### src/rtl/ball_position_updater.sv
// Ball motion datapath: steps the ball by its velocity once per frame tick,
// clamps to the screen, flags wall contact and hands off to the collision ALUs.
module ball_position_updater #(
  parameter int unsigned SCREEN_WIDTH  = 640,
  parameter int unsigned SCREEN_HEIGHT = 480,
  parameter int unsigned BALL_SIZE     = 10,
  parameter int unsigned INIT_X        = 315,
  parameter int unsigned INIT_Y        = 235,
  parameter logic [15:0] INIT_VX       = 16'h0001,
  parameter logic [15:0] INIT_VY       = 16'h0001
) (
  input  logic        clk,
  input  logic        rst_n,
  input  logic        frame_tick,
  input  logic        serve,
  input  logic [15:0] Vx_in,
  input  logic [15:0] Vy_in,
  input  logic        vel_valid,
  output logic        vel_ready,
  output logic [15:0] Ball_X,
  output logic [15:0] Ball_Y,
  output logic [15:0] Ball_Vx,
  output logic [15:0] Ball_Vy,
  output logic        pos_valid,
  output logic        hit_top,
  output logic        hit_bottom,
  output logic        hit_left,
  output logic        hit_right,
  output logic        frame_overrun
);

  localparam int unsigned PW = 16;
  localparam int unsigned SW = PW + 1;
  localparam logic [PW-1:0] MAX_X = PW'(SCREEN_WIDTH - BALL_SIZE);
  localparam logic [PW-1:0] MAX_Y = PW'(SCREEN_HEIGHT - BALL_SIZE);

  typedef enum logic [1:0] {
    IDLE     = 2'd0,
    MOVE     = 2'd1,
    PUBLISH  = 2'd2,
    WAIT_VEL = 2'd3
  } state_t;

  state_t state;

  logic [SW-1:0] sum_x;
  logic [SW-1:0] sum_y;
  logic [PW-1:0] next_x;
  logic [PW-1:0] next_y;

  // 17-bit signed sums; bit 16 set means the ball would leave the low edge
  always_comb begin
    sum_x  = {1'b0, Ball_X} + {Ball_Vx[PW-1], Ball_Vx};
    sum_y  = {1'b0, Ball_Y} + {Ball_Vy[PW-1], Ball_Vy};
    next_x = sum_x[PW-1:0];
    next_y = sum_y[PW-1:0];
    if (sum_x[SW-1])
      next_x = '0;
    else if (sum_x > {1'b0, MAX_X})
      next_x = MAX_X;
    if (sum_y[SW-1])
      next_y = '0;
    else if (sum_y > {1'b0, MAX_Y})
      next_y = MAX_Y;
  end

  always_ff @(posedge clk) begin
    if (!rst_n) begin
      state         <= IDLE;
      Ball_X        <= PW'(INIT_X);
      Ball_Y        <= PW'(INIT_Y);
      Ball_Vx       <= INIT_VX;
      Ball_Vy       <= INIT_VY;
      pos_valid     <= 1'b0;
      vel_ready     <= 1'b0;
      hit_top       <= 1'b0;
      hit_bottom    <= 1'b0;
      hit_left      <= 1'b0;
      hit_right     <= 1'b0;
      frame_overrun <= 1'b0;
    end else if (serve) begin
      state         <= IDLE;
      Ball_X        <= PW'(INIT_X);
      Ball_Y        <= PW'(INIT_Y);
      Ball_Vx       <= INIT_VX;
      Ball_Vy       <= INIT_VY;
      pos_valid     <= 1'b0;
      vel_ready     <= 1'b0;
      hit_top       <= 1'b0;
      hit_bottom    <= 1'b0;
      hit_left      <= 1'b0;
      hit_right     <= 1'b0;
      frame_overrun <= 1'b0;
    end else begin
      pos_valid <= 1'b0;
      vel_ready <= 1'b0;
      // a tick arriving mid-step is dropped, only remembered as an overrun
      if (frame_tick && (state != IDLE))
        frame_overrun <= 1'b1;
      case (state)
        IDLE: begin
          if (frame_tick)
            state <= MOVE;
        end
        MOVE: begin
          Ball_X     <= next_x;
          Ball_Y     <= next_y;
          hit_top    <= (next_y == MAX_Y);
          hit_bottom <= (next_y == '0);
          hit_left   <= (next_x == '0);
          hit_right  <= (next_x == MAX_X);
          pos_valid  <= 1'b1;
          state      <= PUBLISH;
        end
        PUBLISH: begin
          vel_ready <= 1'b1;
          state     <= WAIT_VEL;
        end
        WAIT_VEL: begin
          if (vel_valid) begin
            Ball_Vx <= Vx_in;
            Ball_Vy <= Vy_in;
            state   <= IDLE;
          end else begin
            vel_ready <= 1'b1;
          end
        end
        default: state <= IDLE;
      endcase
    end
  end

endmodule

### config.mk
export PLATFORM = sky130hd
export DESIGN_NAME = ball_position_updater
export DESIGN_NICKNAME = d
export VERILOG_FILES = /design/src/rtl/ball_position_updater.sv
export SDC_FILE = /design/constraint.sdc
export NUM_CORES = 1
export LEC_CHECK = 0
export BUFFER_PORTS_ARGS = -buffer_cell sky130_fd_sc_hd__clkbuf_2
export CAP_MARGIN = 20
export CORE_MARGIN = 2
export CORE_UTILIZATION = 54
export CTS_CLUSTER_SIZE = 40
export DETAILED_ROUTE_END_ITERATION = 6
export GPL_TIMING_DRIVEN = 0
export PLACE_DENSITY = 0.8
export REMOVE_ABC_BUFFERS = 1
export SLEW_MARGIN = 20
export SYNTH_ARGS = -nofsm -noshare
export SYNTH_HDL_FRONTEND = slang
export SYNTH_SLANG_ARGS = --single-unit
### constraint.sdc
create_clock -name clk -period 3.1 [get_ports clk]
set_input_delay 0.62 -clock clk [delete_from_list [all_inputs] [get_ports clk]]
set_output_delay 0.62 -clock clk [all_outputs]
set_load 0.01 [all_outputs]
==> results.toml <==
[outcome]
status = "finished clean"

[synth]
synth_edf_count = 0
ys.flop_type = "dfxtp_1"
synth_cell_types = 72
synth_top_area_cell = "dfxtp_1"
ys_warn_count = 0
synthArstFlopShare_pct = 0
synth_seq_cells = 73
synth_cells = 552
syn-cell-area_um2 = 4541
yosys-top-cells-area = "dfxtp_1, ha_1, nand2_1, a21oi_1, xnor2_1"
avgSynthCellArea_um2 = 8.226
yosysTopAreaCellShare_pct = 32.19
seq_area_frac_synth_pct = 32.19

[power_and_ir_drop]
peakVddDrop_uv = 335.3
clkPwrFrac_pct = 38.8
swShare_pct = 26.81
internal_power_mw = 1.287
p_switching_mw = 0.4716
p_seq_share_pct = 54.0
comb_power_share_pct = 7.2
fin_total_pwr_mw = 1.759
leakage_nw = 2.498
pwr_density_cell_nw_per_um2 = 324.0

[final_layout]
finalNonFillerCells = 763
antenna_cells = 0
mostFrequentLayoutCells = "clkbuf_2, nand2_1, dfxtp_1"
areaGrowthSynthToFinish_pct = 19.56
layout_commonest_cell = "clkbuf_2"
num-fill-cells = 711
drive_gt1_share_pct = 25.38
nets = 728
fin_area_um2 = 5429
fin_util_pct = 66.41

[floorplan]
core_um2 = 8175
die_w_um = 95.70
rows = 33
start_util_pct = 55.54
io_pins = 108
dieArea_um2 = 9158
die_h_um = 95.70

[timing]
finalSetupViolCount = 0
max-slew-margin-rel_pct = 43.88
drv_slew = 0
clock_skew_ns = 0.01251
period_needed_ns = 2.946
rsz0062_at_grt = "false"
hold_viol = 0
hold_ws_ns = 0.4730
fmax_mhz = 339.4
finalSetupTns_ns = 0
worstMarginPinSlew_ns = 0.8380
period_share_pct = 95.04
fin_ws_ns = 0.1537

[place]
gp_congestion = 0.9236
portBuffers = 107
dp.cells = 743
dp_slack_ns = -0.1132
dp_hpwl_um = 8760
place_area_um2 = 5132

[setup_path]
crit_arrival_ns = 3.21
path_cells = "ha_1 > inv_1 > fa_1 > nand2b_4 > a211oi_4 > o2111ai_2 > and3_1 > o211ai_1 > nor4_4 > buf_4 > a211o_1 > a22oi_1"
crit_required_ns = 3.37
critPathTopFamily = "compound AO/OA/AOI/OAI gates"
worst_setup_path_end_kind = "flop"
cp-start-kind = "flop"
critPathBufInv = 2
crit_slowest_cell = "fa_1"
crit_fanout = 6
crit_type = "flop to flop"
slowest_delay_ns = 0.41

[routing]
first_iter_violations = 286
vias = 4517
drt-total-wl_um = 12010
first_pass_iters = 5
wl_per_cell_um = 15.74
drc = 0
via_per_inst = 5.920
ant_nets = 0

[global_route]
overflow = 0
grt_pass1_wl_um = 18920
track_usage_pct = 25.89
grt_max_degree = 33
antenna_found_initial = 0
first_global_vias = 4051

[clocking]
clk_path_buf_depth = 2
cts_tree = "done"
cts_buffers = 9
clock_sinks = 73
clk_latency_ns = 0.35
htreeDepth = 3
clk_pin_slew_ns = 0.09
cts-root-buf = "clkbuf_8"

[min_path]
hold_class = "input port to flop"

[job]
drv_cap = 0
-- cell type report --
type                            instances  area [µm²]  area share [%]
Multi-Input combinational cell        440        2984           54.97
Sequential cell                        73        1463           26.94
Timing Repair Buffer                  113       620.6           11.43
Tap cell                              105       131.4           2.420
Clock buffer                           10       127.6           2.351
Inverter                               16       60.06           1.106
Clock inverter                          6       42.54          0.7836
-- path summary, 6_finish.rpt --
check | from | endpoint | slack (ns) | cells after the start
worst max-delay path | Ball_Vx[0] | hit_right | 0.15 | 12
worst min-delay path | Vx_in[0] | Ball_Vx[0] | 0.47 | 3
worst max register to register | Ball_Vx[0] | hit_right | 0.15 | 12
worst min register to register | Ball_Vy[10] | Ball_Vy[10] | 0.48 | 2
-- cell families after synthesis --
| family | Yosys count | share of synthesized area, % |
|---|---|---|
| AOI/OAI and AO/OA | 175 | 25.99 |
| xor gates and xnor gates | 26 | 5.015 |
| adders and majority gates | 38 | 10.80 |
| buffers and inverters | 39 | 4.326 |
| DFF | 73 | 32.19 |
| muxes | 4 | 0.8818 |
| and+or+nand+nor | 197 | 20.80 |
-- worst reg2reg max path, stage by stage (launching register included) --
cell and delay (ns):
dfxtp_1 0.36, ha_1 0.18, inv_1 0.06, fa_1 0.41, nand2b_4 0.18, a211oi_4 0.29, o2111ai_2 0.18, and3_1 0.19
o211ai_1 0.26, nor4_4 0.08, buf_4 0.18, a211o_1 0.28, a22oi_1 0.21
-- power groups by stage --
| stage | logic (mW) | clock network (mW) | registers, mW |
|---|---|---|---|
| global placement | 0.113 | 0 | 0.971 |
| global route | 0.140 | 0.726 | 0.951 |
| detailed placement | 0.121 | 0 | 0.972 |
| floorplan | 0.0628 | 0 | 0.973 |
| CTS | 0.122 | 0.687 | 0.950 |
| finish | 0.127 | 0.682 | 0.950 |
-- routing by layer --
metal  wire (µm)  up-vias  GRT usage, %  share of wire (%)
met1        5514     2133         35.88                 46
met3         712       21         4.150                5.9
met4         215        0         9.167                1.8
li1            -     2205             -                  -
met2        5570      158         40.91                 46
met5           0        -             0                  0
-- cells in the mapped netlist, types with 5 or more instances --
cell        n
inv_1      16
nand3_1     6
a211oi_1    7
nor3_1      8
clkbuf_1   17
o21ai_1     5
o31ai_1     8
a21oi_1    67
nand2b_1    6
xnor2_1    13
nor2_1     26
o21ai_0    18
ha_1       36
xor2_1     13
nand4_1     7
dfxtp_1    73
a21o_1     10
o211ai_1    5
nand2_1   101
and3_1     17
-- flip-flops by register name, summed over array words and instances, names as in the netlist, 2 cells and up --
signal / cells
state: 2
Ball_X: 16
Ball_Y: 16
Ball_Vy: 16
Ball_Vx: 16
-- timing repair --
item | in CTS | in global routing
gates resized for setup | 2 | 15
hold endpoints to repair | 0 | 0
hold buffers | 0 | 0
setup buffers | 2 | 2
endpoints found under the setup margin | 5 | 22
pin swaps | 2 | 6
Note: power is estimated with default switching activity, not from simulation.
